--- src/rtl/regfile_mp_if.sv ---
// Register-file port bundle: read ports, ALU/load-return write ports and load scoreboard controls.
// The issue/execute side uses the master modport; the register file uses the slave modport.
interface regfile_mp_if #(
    parameter int DATA_W = 32,
    parameter int ADDR_W = 5,
    parameter int NUM_RD = 2
);
    logic [NUM_RD*ADDR_W-1:0] Read_addr;
    logic [NUM_RD*DATA_W-1:0] Read_data;
    logic [NUM_RD-1:0]        Read_busy;
    logic                     W0_en;
    logic [ADDR_W-1:0]        W0_addr;
    logic [DATA_W-1:0]        W0_data;
    logic                     W1_en;
    logic [ADDR_W-1:0]        W1_addr;
    logic [DATA_W-1:0]        W1_data;
    logic                     Busy_set;
    logic [ADDR_W-1:0]        Busy_addr;
    logic                     Busy_any;

    modport master (
        output Read_addr, W0_en, W0_addr, W0_data, W1_en, W1_addr, W1_data, Busy_set, Busy_addr,
        input  Read_data, Read_busy, Busy_any
    );

    modport slave (
        input  Read_addr, W0_en, W0_addr, W0_data, W1_en, W1_addr, W1_data, Busy_set, Busy_addr,
        output Read_data, Read_busy, Busy_any
    );
endinterface

--- src/rtl/regfile_mp.sv ---
// Multi-port integer register file with a per-register load scoreboard for the two-stage core.
// W1 (load return) beats W0 (ALU) on a same-address conflict; x0 is hardwired to zero and never busy.
module regfile_mp #(
    parameter int               DATA_W   = 32,
    parameter int               ADDR_W   = 5,
    parameter int               NUM_RD   = 2,
    parameter int               SP_IDX   = 2,
    parameter logic [DATA_W-1:0] SP_RESET = 32'd1024,
    parameter bit               BYPASS   = 1'b1
) (
    input logic        Clock,
    input logic        Reset_n,
    regfile_mp_if.slave rf
);
    localparam int DEPTH = 2**ADDR_W;

    logic [DATA_W-1:0] regs_r [DEPTH];
    logic [DEPTH-1:0]  busy_r;
    logic [ADDR_W-1:0] ra_s [NUM_RD];
    logic              w0_nz_s;
    logic              w1_nz_s;
    logic              bset_nz_s;

    assign w0_nz_s   = rf.W0_en    && (rf.W0_addr   != '0);
    assign w1_nz_s   = rf.W1_en    && (rf.W1_addr   != '0);
    assign bset_nz_s = rf.Busy_set && (rf.Busy_addr != '0);

    // Register array and busy bits; the W1 assignment follows W0 so it wins a same-address conflict.
    always_ff @(posedge Clock) begin
        if (!Reset_n) begin
            for (int i = 0; i < DEPTH; i++) begin
                regs_r[i] <= (i == SP_IDX) ? SP_RESET : {DATA_W{1'b0}};
            end
            busy_r <= '0;
        end else begin
            if (w0_nz_s) begin
                regs_r[rf.W0_addr] <= rf.W0_data;
            end
            if (w1_nz_s) begin
                regs_r[rf.W1_addr] <= rf.W1_data;
                busy_r[rf.W1_addr] <= 1'b0;
            end
            // Set after clear: a new load to the register just returned keeps it pending.
            if (bset_nz_s) begin
                busy_r[rf.Busy_addr] <= 1'b1;
            end
        end
    end

    // Unpack the per-port read indices.
    always_comb begin
        for (int k = 0; k < NUM_RD; k++) begin
            ra_s[k] = rf.Read_addr[k*ADDR_W +: ADDR_W];
        end
    end

    // Read ports with optional same-cycle forwarding; load return takes precedence over ALU.
    always_comb begin
        rf.Read_data = '0;
        rf.Read_busy = '0;
        for (int k = 0; k < NUM_RD; k++) begin
            if (ra_s[k] == '0) begin
                rf.Read_data[k*DATA_W +: DATA_W] = {DATA_W{1'b0}};
                rf.Read_busy[k]                  = 1'b0;
            end else if (BYPASS && rf.W1_en && (rf.W1_addr == ra_s[k])) begin
                rf.Read_data[k*DATA_W +: DATA_W] = rf.W1_data;
                rf.Read_busy[k]                  = rf.Busy_set && (rf.Busy_addr == ra_s[k]);
            end else if (BYPASS && rf.W0_en && (rf.W0_addr == ra_s[k])) begin
                rf.Read_data[k*DATA_W +: DATA_W] = rf.W0_data;
                rf.Read_busy[k]                  = busy_r[ra_s[k]];
            end else begin
                rf.Read_data[k*DATA_W +: DATA_W] = regs_r[ra_s[k]];
                rf.Read_busy[k]                  = busy_r[ra_s[k]];
            end
        end
    end

    assign rf.Busy_any = |busy_r;
endmodule

--- src/flat_wrapper.sv ---
// flat-port wrapper written by rule: the top's interface ports become plain ports
module regfile_mp_flat 
#(
    parameter int               DATA_W   = 32,
    parameter int               ADDR_W   = 5,
    parameter int               NUM_RD   = 2,
    parameter int               SP_IDX   = 2,
    parameter logic [DATA_W-1:0] SP_RESET = 32'd1024,
    parameter bit               BYPASS   = 1'b1
)
  (Clock, Reset_n, rf_Read_addr, rf_W0_en, rf_W0_addr, rf_W0_data, rf_W1_en, rf_W1_addr, rf_W1_data, rf_Busy_set, rf_Busy_addr, rf_Read_data, rf_Read_busy, rf_Busy_any);
  regfile_mp_if #(.DATA_W(DATA_W), .ADDR_W(ADDR_W), .NUM_RD(NUM_RD)) rf_i ();
  input logic Clock;
  input logic Reset_n;
  input wire logic [$bits(rf_i.Read_addr)-1:0] rf_Read_addr;
  input wire logic [$bits(rf_i.W0_en)-1:0] rf_W0_en;
  input wire logic [$bits(rf_i.W0_addr)-1:0] rf_W0_addr;
  input wire logic [$bits(rf_i.W0_data)-1:0] rf_W0_data;
  input wire logic [$bits(rf_i.W1_en)-1:0] rf_W1_en;
  input wire logic [$bits(rf_i.W1_addr)-1:0] rf_W1_addr;
  input wire logic [$bits(rf_i.W1_data)-1:0] rf_W1_data;
  input wire logic [$bits(rf_i.Busy_set)-1:0] rf_Busy_set;
  input wire logic [$bits(rf_i.Busy_addr)-1:0] rf_Busy_addr;
  output wire logic [$bits(rf_i.Read_data)-1:0] rf_Read_data;
  output wire logic [$bits(rf_i.Read_busy)-1:0] rf_Read_busy;
  output wire logic [$bits(rf_i.Busy_any)-1:0] rf_Busy_any;
  assign rf_i.Read_addr = rf_Read_addr;
  assign rf_i.W0_en = rf_W0_en;
  assign rf_i.W0_addr = rf_W0_addr;
  assign rf_i.W0_data = rf_W0_data;
  assign rf_i.W1_en = rf_W1_en;
  assign rf_i.W1_addr = rf_W1_addr;
  assign rf_i.W1_data = rf_W1_data;
  assign rf_i.Busy_set = rf_Busy_set;
  assign rf_i.Busy_addr = rf_Busy_addr;
  assign rf_Read_data = rf_i.Read_data;
  assign rf_Read_busy = rf_i.Read_busy;
  assign rf_Busy_any = rf_i.Busy_any;
  regfile_mp #(.DATA_W(DATA_W), .ADDR_W(ADDR_W), .NUM_RD(NUM_RD), .SP_IDX(SP_IDX), .SP_RESET(SP_RESET), .BYPASS(BYPASS)) u_core (.Clock(Clock), .Reset_n(Reset_n), .rf(rf_i));
endmodule
--- config.mk ---
export PLATFORM = sky130hd
export DESIGN_NAME = regfile_mp_flat
export DESIGN_NICKNAME = d
export VERILOG_FILES = /design/src/rtl/regfile_mp_if.sv /design/src/rtl/regfile_mp.sv /design/src/flat_wrapper.sv
export SDC_FILE = /design/constraint.sdc
export NUM_CORES = 2
export LEC_CHECK = 0
export CAP_MARGIN = 20
export CORE_MARGIN = 4
export CORE_UTILIZATION = 45
export DETAILED_ROUTE_END_ITERATION = 6
export DONT_BUFFER_PORTS = 1
export PLACE_DENSITY = 0.57
export SLEW_MARGIN = 20
export SYNTH_ARGS = -nofsm -noshare
export SYNTH_HDL_FRONTEND = slang
export SYNTH_SLANG_ARGS = --single-unit
--- constraint.sdc ---
create_clock -name Clock -period 6.5 [get_ports Clock]
set_clock_uncertainty 0.2 [all_clocks]
set_input_delay 0.65 -clock Clock [delete_from_list [all_inputs] [get_ports Clock]]
set_output_delay 0.65 -clock Clock [all_outputs]
set_load 0.03 [all_outputs]
Word level (Yosys, flattened, before mapping)
Memory sizes are Yosys's and may differ from the RTL's.
Index checks and enable logic that the tools add are counted.
{"block": "totals", "n_memories": 1, "wordCells": 70, "ramBits": 1024, "in_bits": 94, "register_bits": 32, "output_inout_bits": 67}
{"name": "u_core.regs_r", "words": 32, "word_bits": 32, "rd": 2, "rd_ports_with_merged_regs": 0, "write_ports": 32, "line": "regfile_mp.sv:17", "rtl": "logic [DATA_W-1:0] regs_r [DEPTH];"}
{"block": "classes", "order_cmp": 6, "mux": 34, "eq_ne": 6, "reduce_logical": 19, "bitwise_logic": 3}
{"op": "32-bit 2-to-1 mux", "n": 11}
{"op": "32-bit OR reduction", "n": 3}
{"op": "32-bit bitwise AND", "n": 1}
{"op": "32-bit NOT", "n": 1}
{"op": "32-bit bitwise OR", "n": 1}
{"op": "5-bit == test", "n": 6}
{"op": "5-bit by 6-bit < comparator with 1-bit output (second input constant)", "n": 4}
{"op": "1-bit 2-to-1 mux", "n": 17}
{"op": "5-bit nonzero test", "n": 3}
{"op": "1-bit logical AND", "n": 11}
{"op": "1-bit binary-select mux with 5-bit select", "n": 2}
{"op": "1-bit demux with 5-bit select", "n": 2}
{"op": "5-bit by 1-bit greater-or-equal comparator with 1-bit output (second input constant)", "n": 2}
{"op": "5-bit logical NOT", "n": 2}
{"op": "5-bit 2-to-1 mux", "n": 2}

Logic depth before layout (Yosys ltp)
{"block": "logic_depth", "depth_word": 10, "ltp_mapped": 10, "mapped_depth_nobuf": 5}

Worst setup path after synthesis
Ideal clock, no wire load.
{"block": "synth_path", "path_kind": "in2reg", "from": "input rf_W1_addr[4]", "to": "memory u_core.regs_r[1][0] (enable)", "t_required_ns": 5.869, "setup_time_ns": 0.431, "cell_stages": 4, "path_slack_ns": 2.851, "t_arrival_ns": 3.018, "path_buffers": 2, "cell_sequence": "buf_2 > or3_1 > clkbuf_1 > o211ai_1"}
{"element": "start, declared", "line": "flat_wrapper.sv:20", "rtl": "input wire logic [$bits(rf_i.W1_addr)-1:0] rf_W1_addr;"}
{"element": "end, declared", "line": "regfile_mp.sv:17"}

Worst setup path in the final report
{"block": "layout_path", "from": "input rf_Read_addr[1]", "to": "output rf_Read_data[28]"}
{"block": "layout_via", "elab_chain_cells": 5, "elab_cells_between_ends": 9, "classes_between": "2 x eq/ne; 3 x mux; 3 x reduce/logical; 1 x memory"}
{"element": "start, declared", "line": "flat_wrapper.sv:15", "rtl": "input wire logic [$bits(rf_i.Read_addr)-1:0] rf_Read_addr;"}
{"element": "branches (longest 4 deep; another with memory 32 x 32 bit)"}
{"element": "32-bit 2-to-1 mux *", "line": "regfile_mp.sv:62", "rtl": "if (ra_s[k] == '0) begin"}
{"element": "end, declared", "line": "flat_wrapper.sv:24", "rtl": "output wire logic [$bits(rf_i.Read_data)-1:0] rf_Read_data;"}
Every way passes the cells marked *.

==> results.sh <==
export IMPL_status="completed"
export IMPL_slew_headroom_pct=10.71
export IMPL_numCtsBuffers=120
export IMPL_muxShareOfSynthArea_pct=19.86
export IMPL_yosysWarnings=0
export IMPL_cp_required_ns=5.65
export IMPL_layout_drive_gt1_share_pct=21.07
export IMPL_critPathCaptureType="output port"
export IMPL_fin_crit_sh_pct=72.95
export IMPL_tightest_slew_ns=1.321
export IMPL_setup_viol=0
export IMPL_finalHoldViolCount=0
export IMPL_p_int_mw=12.38
export IMPL_coreArea_um2=137500
export IMPL_clkTransAtPathRegs_ns=0.06
export IMPL_wl_per_cell_um=44.60
export IMPL_post_cts_setup_buffers=0
export IMPL_cts_sinks=1056
export IMPL_netlist_top_cell_by_area="edfxtp_1"
export IMPL_switchingPower_mw=4.422
export IMPL_port_buffer_count=0
export IMPL_synth_area_leaders="edfxtp_1 49%, mux4_2 14%, a22o_1 13%"
export IMPL_startpoint_type="primary input"
export IMPL_synth_adder_area_share_pct=0
export IMPL_p_clk_share_pct=38.9
export IMPL_cts_root_buf="clkbuf_16"
export IMPL_dp_hpwl_um=142500
export IMPL_drt_first_iter_violations=9139
export IMPL_clockBufferDepth=3
export IMPL_fin_crit_ns=4.742
export IMPL_ys_seq_elements=1056
export IMPL_syn_avg_cell_area_um2=13.26
export IMPL_finalSetupTns_ns=0
export IMPL_crit_path_top_delay_cell="and2_2"
export IMPL_hold_path_class="in2reg"
export IMPL_synth_common_cells="1024 x edfxtp_1, 959 x a22o_1, 523 x clkbuf_1, 401 x mux4_2, 366 x nand2_1"
export IMPL_cts_max_level=3
export IMPL_power_frac_seq_pct=48.1
export IMPL_tritoncts="built"
export IMPL_cp_arrival_ns=3.89
export IMPL_syn_cell_area_um2=62290
export IMPL_rsz0062_at_grt="false"
export IMPL_synth_most_common_cell="edfxtp_1"
export IMPL_antenna_found_initial=14
export IMPL_synth_top_family_by_area="multiplexers"
export IMPL_synth_compound_area_share_pct=19.49
export IMPL_combPwrFrac_pct=13.0
export IMPL_die_w_um=380.1
export IMPL_grt_usage_pct=37.36
export IMPL_yosysTopAreaCellShare_pct=49.37
export IMPL_peakVddDrop_mv=0.2195
export IMPL_crit_chain="xor2_1, nor4_1, and2_2, buf_4, a22oi_1, o21ai_1"
export IMPL_routed_wl_um=278900
export IMPL_power_density_nw_per_um2=246.1
export IMPL_avgViaCountPerCell=7.894
export IMPL_place_congestion=0.8999
export IMPL_die_y_um=380.1
export IMPL_area_growth_syn_to_layout_pct=9.603
export IMPL_drc_errors=0
export IMPL_fmax_mhz=210.9
export IMPL_pin_count=161
export IMPL_ys_seq_area_share_pct=50.39
export IMPL_via_count=49360
export IMPL_synth_edf_count=1024
export IMPL_grt_overflow_total=0
export IMPL_slowest_delay_ns=0.75
export IMPL_ys_flop_type="edfxtp_1"
export IMPL_switching_share_pct=26.32
export IMPL_fin_nets=4454
export IMPL_final_max_slew_viol_count=0
export IMPL_fp_row_count=136
export IMPL_power_leakage_nw=22.88
export IMPL_yosys_area_share_xor_xnor_pct=0.4218
export IMPL_initial_utilization_pct=45.30
export IMPL_grt_pass1_vias=47300
export IMPL_netlist_cell_type_count=59
export IMPL_grt_first_pass_wirelength_um=378500
export IMPL_path_class="in2out"
export IMPL_synth_cells=4699
export IMPL_timing_hold_ws_ns=0.04170
export IMPL_synth_simple_gate_area_share_pct=4.815
export IMPL_firstDrtPassIters=7
export IMPL_async_flop_share_pct=0
export IMPL_die_area_um2=144400
export IMPL_grt_max_degree=331
export IMPL_maxCapViolations=0
export IMPL_ant_nets=0
export IMPL_clk_latency_ns=0.75
export IMPL_crit_fanout=215
==> registers in the layout, indices dropped and copies added (netlist names) <==
| register | count |
|---|---|
| u_core.busy_r | 32 |
| u_core.regs_r | 1024 |
==> power groups by stage <==
stage	clock [mW]	sequential [mW]	combinational, mW
after floorplan	0	8.14	1.61
after global placement	0	8.18	1.82
after detailed placement	0	8.20	1.83
after CTS	6.56	8.06	2.11
after global routing	6.83	8.11	2.22
final	6.54	8.08	2.18
==> cell usage in the layout (no fill, tap or decap), types with 7 or more instances in the layout <==
cell	n
a221oi_1	38
clkbuf_1	29
o221ai_1	63
nor4_1	12
edfxtp_1	1024
a21oi_1	30
mux2i_1	249
buf_4	133
xor2_1	16
a211oi_1	56
o22ai_1	25
clkinv_1	35
nand4_1	75
nor2_1	38
buf_12	43
diode_2	8
a22oi_1	61
a32o_1	24
clkbuf_16	122
o211ai_1	82
nand2b_1	8
dfxtp_1	32
nand2_1	364
xnor2_1	14
nor2_4	55
mux4_2	401
buf_2	21
a211o_1	7
nand3_1	10
clkinv_2	13
nand3_2	23
dlygate4sd3_1	43
o21ai_0	129
mux2_2	75
conb_1	32
a22o_1	959
==> repair_timing <==
action / 4_1_cts / 5_1_grt
endpoints found under the hold margin: 1002 / 0
hold buffers: 106 / 0
resized for setup: 0 / 0
==> path summary, 6_finish.rpt <==
path	cells after the start	startpoint	endpoint	slack, ns
hold reg to reg	2	u_core.busy_r[28]	u_core.busy_r[28]	0.33
setup reg to reg	3	u_core.busy_r[3]	u_core.busy_r[3]	5.11
setup / recovery	6	rf_Read_addr[1]	rf_Read_data[28]	1.76
hold / removal	4	rf_Busy_addr[3]	u_core.busy_r[8]	0.04
==> per-stage QoR <==
stage          worst slack (ns)  area [um^2]  instances  power [mW]  util, %
3_3_place_gp              2.242        63190       5923       10.00    45.96
4_1_cts                   2.128        68320       6243       16.73    49.69
5_1_grt                   1.903        68260       6249       17.16    49.65
6_report                  1.758        68270       6253       16.80    49.66
2_1_floorplan             2.851        62410       4730       9.753        -
3_5_place_dp              2.136        63200       5924       10.03    45.97
==> kinds of logic (layout without fill, tap and decap cells) <==
family / Yosys count / in the layout
AO/OA/AOI/OAI: 1488 / 1488
XOR/XNOR: 30 / 30
other: 1 / 40
flip-flops: 1056 / 1056
AND/OR/NAND/NOR: 660 / 660
multiplexers: 725 / 725
buffers and inverters: 739 / 460
==> worst max-delay path: cells and delay by family <==
| family | cells | cell delay (ns) |
|---|---|---|
| compound gates | 2 | 0.72 |
| xor+xnor | 1 | 0.29 |
| buf+inv | 1 | 0.55 |
| simple gates | 2 | 1.41 |
==> final cells by class <==
type / count / area [um^2]
antenna: 8 / 20.02
clock buffer: 151 / 3162
clock inverter: 62 / 474.2
fill: 11620 / 69220
inverter: 5 / 18.77
multi-input combinational: 2935 / 28530
sequential: 1056 / 31390
tap: 1794 / 2245
timing repair buffer: 242 / 2434
==> metal layers <==
| layer | vias up | share of wire (%) | GRT usage [%] |
|---|---|---|---|
| met5 | - | 0.060 | 0.5952 |
| met4 | 10 | 6.9 | 21.50 |
| met3 | 1056 | 16 | 14.29 |
| met2 | 4668 | 41 | 52.20 |
| met1 | 25010 | 36 | 49.61 |
| li1 | 18620 | - | - |
(Power assumes the default switching activity.)
